==> src/rtl/flit_link_sink_if.sv <==
// Split-flit link bundle: two half-flit inputs plus clear going in,
// reassembled flit and link statistics coming out.
interface flit_link_sink_if #(
  parameter int N  = 9,
  parameter int CW = 16,
  parameter int TW = 24,
  parameter int LW = 8
);
  logic             flit_valid;
  logic [N-1:0]     flit_lo;
  logic [N-1:0]     flit_hi;
  logic             clr;
  logic [2*N-1:0]   flit_out;
  logic             flit_out_valid;
  logic             pkt_done;
  logic [LW-1:0]    last_len;
  logic [CW-1:0]    pkt_count;
  logic [CW-1:0]    flit_count;
  logic [CW-1:0]    idle_count;
  logic [TW-1:0]    toggle_count;
  logic             len_err;
  logic             gap_err;

  modport master (
    output flit_valid, flit_lo, flit_hi, clr,
    input  flit_out, flit_out_valid, pkt_done, last_len, pkt_count,
           flit_count, idle_count, toggle_count, len_err, gap_err
  );

  modport slave (
    input  flit_valid, flit_lo, flit_hi, clr,
    output flit_out, flit_out_valid, pkt_done, last_len, pkt_count,
           flit_count, idle_count, toggle_count, len_err, gap_err
  );
endinterface

==> src/rtl/flit_link_sink.sv <==
// Receive endpoint of the split-flit link: reassembles flits, delimits packets
// by valid runs, checks length/gap and accumulates utilization/toggle stats.
module flit_link_sink #(
  parameter int N       = 9,
  parameter int PAYLOAD = 20,
  parameter int MIN_GAP = 7,
  parameter int CW      = 16,
  parameter int TW      = 24,
  parameter int LW      = 8
) (
  input  logic             clk,
  input  logic             rst_n,
  flit_link_sink_if.slave  lnk
);
  localparam int FW = 2 * N;
  localparam int PW = $clog2(FW + 1);
  localparam int GW = $clog2(MIN_GAP + 1);

  typedef enum logic [1:0] {S_IDLE, S_PKT, S_GAP} state_t;

  state_t          r_state;
  logic [LW-1:0]   r_len;
  logic [GW-1:0]   r_gap;
  logic            r_pkt_done;
  logic [LW-1:0]   r_last_len;
  logic [CW-1:0]   r_pkt_cnt, r_flit_cnt, r_idle_cnt;
  logic            r_len_err, r_gap_err;
  logic [FW-1:0]   r_fout;
  logic            r_fov;
  logic [FW-1:0]   r_prev;
  logic [PW-1:0]   r_pop;
  logic            r_pop_vld;
  logic [TW-1:0]   r_tog;

  logic [FW-1:0]   w_flit, w_diff;
  logic [PW-1:0]   w_pop;
  logic [TW:0]     w_tog_sum;

  assign w_flit    = {lnk.flit_hi, lnk.flit_lo};
  assign w_diff    = w_flit ^ r_prev;
  assign w_tog_sum = {1'b0, r_tog} + {{(TW + 1 - PW){1'b0}}, r_pop};

  always_comb begin
    w_pop = '0;
    for (int i = 0; i < FW; i++) w_pop = w_pop + PW'(w_diff[i]);
  end

  // Data path ignores clr so the last observed flit stays visible.
  always_ff @(posedge clk or negedge rst_n) begin
    if (!rst_n) begin
      r_fout <= '0;
      r_fov  <= 1'b0;
    end else begin
      r_fov <= lnk.flit_valid;
      if (lnk.flit_valid) r_fout <= w_flit;
    end
  end

  // Stage 1 latches popcount against the previous valid flit, stage 2 accumulates.
  always_ff @(posedge clk or negedge rst_n) begin
    if (!rst_n) begin
      r_prev    <= '0;
      r_pop     <= '0;
      r_pop_vld <= 1'b0;
      r_tog     <= '0;
    end else if (lnk.clr) begin
      r_prev    <= '0;
      r_pop     <= '0;
      r_pop_vld <= 1'b0;
      r_tog     <= '0;
    end else begin
      r_pop_vld <= lnk.flit_valid;
      if (lnk.flit_valid) begin
        r_pop  <= w_pop;
        r_prev <= w_flit;
      end
      if (r_pop_vld) r_tog <= w_tog_sum[TW] ? '1 : w_tog_sum[TW-1:0];
    end
  end

  always_ff @(posedge clk or negedge rst_n) begin
    if (!rst_n) begin
      r_state    <= S_IDLE;
      r_len      <= '0;
      r_gap      <= '0;
      r_pkt_done <= 1'b0;
      r_last_len <= '0;
      r_pkt_cnt  <= '0;
      r_flit_cnt <= '0;
      r_idle_cnt <= '0;
      r_len_err  <= 1'b0;
      r_gap_err  <= 1'b0;
    end else if (lnk.clr) begin
      r_state    <= S_IDLE;
      r_len      <= '0;
      r_gap      <= '0;
      r_pkt_done <= 1'b0;
      r_last_len <= '0;
      r_pkt_cnt  <= '0;
      r_flit_cnt <= '0;
      r_idle_cnt <= '0;
      r_len_err  <= 1'b0;
      r_gap_err  <= 1'b0;
    end else begin
      r_pkt_done <= 1'b0;
      if (lnk.flit_valid && r_flit_cnt != '1) r_flit_cnt <= r_flit_cnt + 1'b1;
      if (!lnk.flit_valid && r_state != S_IDLE && r_idle_cnt != '1)
        r_idle_cnt <= r_idle_cnt + 1'b1;
      case (r_state)
        S_IDLE: if (lnk.flit_valid) begin
          r_state <= S_PKT;
          r_len   <= LW'(1);
        end
        S_PKT: if (lnk.flit_valid) begin
          if (r_len != '1) r_len <= r_len + 1'b1;
        end else begin
          r_state    <= S_GAP;
          r_pkt_done <= 1'b1;
          r_last_len <= r_len;
          if (r_pkt_cnt != '1) r_pkt_cnt <= r_pkt_cnt + 1'b1;
          if (r_len != LW'(PAYLOAD)) r_len_err <= 1'b1;
          r_gap      <= GW'(1);
        end
        S_GAP: if (lnk.flit_valid) begin
          if (r_gap < GW'(MIN_GAP)) r_gap_err <= 1'b1;
          r_state <= S_PKT;
          r_len   <= LW'(1);
        end else if (r_gap < GW'(MIN_GAP)) begin
          r_gap <= r_gap + 1'b1;
        end
        default: r_state <= S_IDLE;
      endcase
    end
  end

  assign lnk.flit_out       = r_fout;
  assign lnk.flit_out_valid = r_fov;
  assign lnk.pkt_done       = r_pkt_done;
  assign lnk.last_len       = r_last_len;
  assign lnk.pkt_count      = r_pkt_cnt;
  assign lnk.flit_count     = r_flit_cnt;
  assign lnk.idle_count     = r_idle_cnt;
  assign lnk.toggle_count   = r_tog;
  assign lnk.len_err        = r_len_err;
  assign lnk.gap_err        = r_gap_err;
endmodule

==> src/flat_wrapper.sv <==
// flat-port wrapper written by rule: the top's interface ports become plain ports
module flit_link_sink_flat 
#(
  parameter int N       = 9,
  parameter int PAYLOAD = 20,
  parameter int MIN_GAP = 7,
  parameter int CW      = 16,
  parameter int TW      = 24,
  parameter int LW      = 8
)
  (clk, rst_n, lnk_flit_valid, lnk_flit_lo, lnk_flit_hi, lnk_clr, lnk_flit_out, lnk_flit_out_valid, lnk_pkt_done, lnk_last_len, lnk_pkt_count, lnk_flit_count, lnk_idle_count, lnk_toggle_count, lnk_len_err, lnk_gap_err);
  flit_link_sink_if #(.N(N), .CW(CW), .TW(TW), .LW(LW)) lnk_i ();
  input  logic clk;
  input  logic rst_n;
  input wire logic [$bits(lnk_i.flit_valid)-1:0] lnk_flit_valid;
  input wire logic [$bits(lnk_i.flit_lo)-1:0] lnk_flit_lo;
  input wire logic [$bits(lnk_i.flit_hi)-1:0] lnk_flit_hi;
  input wire logic [$bits(lnk_i.clr)-1:0] lnk_clr;
  output wire logic [$bits(lnk_i.flit_out)-1:0] lnk_flit_out;
  output wire logic [$bits(lnk_i.flit_out_valid)-1:0] lnk_flit_out_valid;
  output wire logic [$bits(lnk_i.pkt_done)-1:0] lnk_pkt_done;
  output wire logic [$bits(lnk_i.last_len)-1:0] lnk_last_len;
  output wire logic [$bits(lnk_i.pkt_count)-1:0] lnk_pkt_count;
  output wire logic [$bits(lnk_i.flit_count)-1:0] lnk_flit_count;
  output wire logic [$bits(lnk_i.idle_count)-1:0] lnk_idle_count;
  output wire logic [$bits(lnk_i.toggle_count)-1:0] lnk_toggle_count;
  output wire logic [$bits(lnk_i.len_err)-1:0] lnk_len_err;
  output wire logic [$bits(lnk_i.gap_err)-1:0] lnk_gap_err;
  assign lnk_i.flit_valid = lnk_flit_valid;
  assign lnk_i.flit_lo = lnk_flit_lo;
  assign lnk_i.flit_hi = lnk_flit_hi;
  assign lnk_i.clr = lnk_clr;
  assign lnk_flit_out = lnk_i.flit_out;
  assign lnk_flit_out_valid = lnk_i.flit_out_valid;
  assign lnk_pkt_done = lnk_i.pkt_done;
  assign lnk_last_len = lnk_i.last_len;
  assign lnk_pkt_count = lnk_i.pkt_count;
  assign lnk_flit_count = lnk_i.flit_count;
  assign lnk_idle_count = lnk_i.idle_count;
  assign lnk_toggle_count = lnk_i.toggle_count;
  assign lnk_len_err = lnk_i.len_err;
  assign lnk_gap_err = lnk_i.gap_err;
  flit_link_sink #(.N(N), .PAYLOAD(PAYLOAD), .MIN_GAP(MIN_GAP), .CW(CW), .TW(TW), .LW(LW)) u_core (.clk(clk), .rst_n(rst_n), .lnk(lnk_i));
endmodule
==> config.mk <==
export PLATFORM = sky130hd
export DESIGN_NAME = flit_link_sink_flat
export DESIGN_NICKNAME = d
export VERILOG_FILES = /design/src/rtl/flit_link_sink_if.sv /design/src/rtl/flit_link_sink.sv /design/src/flat_wrapper.sv
export SDC_FILE = /design/constraint.sdc
export NUM_CORES = 1
export LEC_CHECK = 0
export CAP_MARGIN = 20
export CORE_MARGIN = 2
export CORE_UTILIZATION = 65
export DETAILED_ROUTE_END_ITERATION = 8
export DONT_BUFFER_PORTS = 1
export GPL_ROUTABILITY_DRIVEN = 0
export PLACE_DENSITY = 0.81
export SLEW_MARGIN = 10
export SYNTH_ARGS = -nofsm -noshare
export SYNTH_HDL_FRONTEND = slang
export SYNTH_SLANG_ARGS = --single-unit
==> constraint.sdc <==
create_clock -name clk -period 9.3 [get_ports clk]
set_clock_uncertainty 0.15 [all_clocks]
set_input_delay 0.465 -clock clk [delete_from_list [all_inputs] [get_ports clk]]
set_output_delay 0.465 -clock clk [all_outputs]
set_load 0.01 [all_outputs]
==> flow_metrics.env <==
export IMPL_multi_input_area_um2=3660
export IMPL_die_w_um=111
export IMPL_antenna_found_initial=0
export IMPL_slew_viol_final=0
export IMPL_synthXorXnorAreaFrac=0.0590
export IMPL_ir_drop_mv=0.163
export IMPL_synth_adder_area_share=0.0620
export IMPL_areaGrowthSynthToFinish_pct=10.2
export IMPL_placed_area_um2=7490
export IMPL_synth_top_family_by_area="simple AND/OR/NAND/NOR gates"
export IMPL_io_pins=124
export IMPL_status="finished, final reports clean"
export IMPL_cap_violations=0
export IMPL_finalCriticalPeriod_ns=4.42
export IMPL_cts_sinks=139
export IMPL_ys_warn_count=0
export IMPL_n_fill_cell=785
export IMPL_synth_nets=816
export IMPL_layout_nets=810
export IMPL_synth_simple_area_share=0.190
export IMPL_netlist_area_um2=7430
export IMPL_numCtsBuffers=17
export IMPL_drt_initial_drc_count=493
export IMPL_dieArea_um2=12300
export IMPL_synth_edf_count=0
export IMPL_first_pass_iters=5
export IMPL_synth_compound_area_frac=0.162
export IMPL_rows=39
export IMPL_max_freq_mhz=226
export IMPL_grt_start_max_net_pins=140
export IMPL_dp_hpwl_mm=10.8
export IMPL_async_flop_share=1.00
export IMPL_synth_top_flop_cell="dfrtp_1"
export IMPL_synthCells=765
export IMPL_start_util=0.659
export IMPL_endpoint_kind="flop"
export IMPL_p_per_area_nw_per_um2=207
export IMPL_finalCritPeriodShare=0.475
export IMPL_wl_per_cell_um=18.3
export IMPL_worst_setup_path_start_kind="flop"
export IMPL_tritoncts="built"
export IMPL_port_buffers=0
export IMPL_reg2regPathDepth=12
export IMPL_grt_pass1_vias=5848
export IMPL_num_vias=5903
export IMPL_vias_per_cell=6.47
export IMPL_setup_ws_ns=4.88
export IMPL_finalPower_mw=1.70
export IMPL_critPathArrivalTime_ns=4.56
export IMPL_htree_num_levels=4
export IMPL_synth_cell_types=59
export IMPL_maxSlewHeadroom=0.304
export IMPL_yosysSeqAreaShare=0.468
export IMPL_p_leak_nw=3.60
export IMPL_synthMuxAreaShare=0.0195
export IMPL_antenna_diode_count=0
export IMPL_ys_ff_latch=139
export IMPL_grt_remaining_overflow=0
export IMPL_seq_area_um2=3480
export IMPL_avgSynthCellArea_um2=9.71
export IMPL_cts_buffer_depth=2
export IMPL_grtUsageTotal=0.284
export IMPL_cts_resized=0
export IMPL_clock_latency_ns=0.41
export IMPL_postCtsSetupBuffers=0
export IMPL_finalSetupTns_ns=0
export IMPL_chipHeight_um=111
export IMPL_routed_wl_mm=16.7
export IMPL_crit_type="reg2reg"
export IMPL_grt_pass1_wl_mm=28.6
export IMPL_worst_pin_slew_ns=1.04
export IMPL_drc_errors=0
export IMPL_hold_path_class="in2reg"
export IMPL_core_area_um2=11300
export IMPL_rsz0062_at_grt="no"
export IMPL_cts_root_buf="clkbuf_16"
export IMPL_setup_violations=0
export IMPL_antenna_left=0
export IMPL_hold_depth=1
export IMPL_place_ws_ns=4.84
export IMPL_clkSlewWorstSetupHoldPaths_ns=0.05
export IMPL_final_cell_area_um2=8190
export IMPL_hold_viol_final=0
export IMPL_drive_gt1_frac=0.0688
export IMPL_critical_path_peak_fanout=2
export IMPL_required_ns=9.43
worst paths after layout:
| check | start | endpoint | slack [ns] |
|---|---|---|---|
| max reg2reg | u_core.r_prev[0] | u_core.r_pop[1] | 4.88 |
| min reg2reg | u_core.r_prev[5] | u_core.r_prev[5] | 0.39 |
| min in group asynchronous | rst_n | u_core.lnk.toggle_count[14] | 0.51 |
| max in group asynchronous | rst_n | u_core.lnk.toggle_count[15] | 7.88 |
| min | lnk_clr | u_core.lnk.toggle_count[19] | 0.03 |
| max | u_core.r_prev[0] | u_core.r_pop[1] | 4.88 |
power breakdown:
part           internal [mW]  switching (mW)  total [mW]
clock network          0.473           0.240       0.714
registers              0.632          0.0329       0.665
logic                  0.138           0.182       0.319
total                   1.24           0.455        1.70
logic make-up (layout without fill, tap and decap cells):
logic type                 after synthesis  in the layout
and+or+nand+nor                        278            278
AOI/OAI and AO/OA                      182            182
DFF                                    139            139
buffers and inverters                   73             78
xor gates and xnor gates                50             50
adders and majority gates               29             29
muxes                                   14             14
worst max-delay path, stage by stage, from the launching register on:
cell	delay [ns]
dfrtp_1	0.40
xor2_1	0.17
ha_1	0.32
fa_1	0.51
fa_1	0.51
fa_1	0.54
inv_1	0.05
fa_1	0.50
fa_1	0.43
inv_1	0.10
fa_1	0.42
mux2i_1	0.14
nor2_1	0.05
cells in the mapped netlist, types with 9 or more instances:
library cell	n	area (um^2)
a211oi_1	18	135
a21oi_1	48	240
a311oi_1	9	78.8
and2_1	9	56.3
and3_1	12	75.1
and4_1	10	87.6
clkbuf_1	22	82.6
dfrtp_1	139	3480
fa_1	13	260
ha_1	16	200
inv_1	42	158
mux2i_1	10	100
nand2_1	70	263
nand3_1	31	155
nand4_1	16	100
nor2_1	71	267
nor3_1	16	80.1
o211ai_1	10	75.1
o21ai_0	42	210
or3_1	14	87.6
xnor2_1	17	149
xor2_1	33	289
flip-flops by register name (all words and copies together) (netlist names):
name / count
u_core.lnk.pkt_done: 1
u_core.lnk.pkt_count: 16
u_core.r_pop_vld: 1
u_core.r_pop: 5
u_core.lnk.idle_count: 16
u_core.lnk.gap_err: 1
u_core.lnk.flit_out_valid: 1
u_core.lnk.flit_out: 18
u_core.lnk.last_len: 8
u_core.r_state: 2
u_core.lnk.len_err: 1
u_core.lnk.flit_count: 16
u_core.r_gap: 3
u_core.r_len: 8
u_core.r_prev: 18
u_core.lnk.toggle_count: 24
cell type report:
type | count | area share
clock buffer | 23 | 0.0596
clock inverter | 7 | 0.0168
inverter | 43 | 0.0197
multi-input combinational | 553 | 0.447
sequential | 139 | 0.425
tap | 143 | 0.0219
timing repair buffer | 5 | 0.0101
what timing repair did:
| item | 4_1_cts | 5_1_grt |
|---|---|---|
| setup endpoints to repair | 0 | 0 |
| hold buffers | 4 | 0 |
| endpoints found under the hold margin | 230 | 0 |
metal layers:
metal | vias to the layer above | GRT usage | wire [um]
met5 | - | 0 | 0
met4 | 0 | 0.108 | 328
met3 | 32 | 0.0645 | 993
met2 | 205 | 0.443 | 8100
met1 | 2937 | 0.393 | 7310
li1 | 2729 | - | -
cells in the final DEF, fill, tap and decap left out, drive strengths merged, types with 5 or more instances in the layout:
master	count
o211ai	10
a21oi	48
and3	12
nor2	72
a22o	8
and4	10
a31oi	7
fa	13
xor2	33
a21boi	5
mux2i	10
a211oi	18
a311oi	9
clkbuf	23
xnor2	17
dfrtp	139
nor3	18
nand3	31
nor2b	8
o21a	6
nor4	5
nand4	16
or3	14
ha	16
and2	9
nand2	71
o21ai	43
inv	42
stage by stage:
stage / hold WS (ns) / util / instances
6_report: 0.0270 / 0.726 / 913
5_1_grt: 0.0168 / 0.726 / 913
4_1_cts: 0.00770 / 0.726 / 913
3_5_place_dp: 0.0223 / 0.664 / 879
3_3_place_gp: 0.0223 / 0.664 / 879
2_1_floorplan: 0.0194 / - / 765
Power figures use the tool's default switching activity.
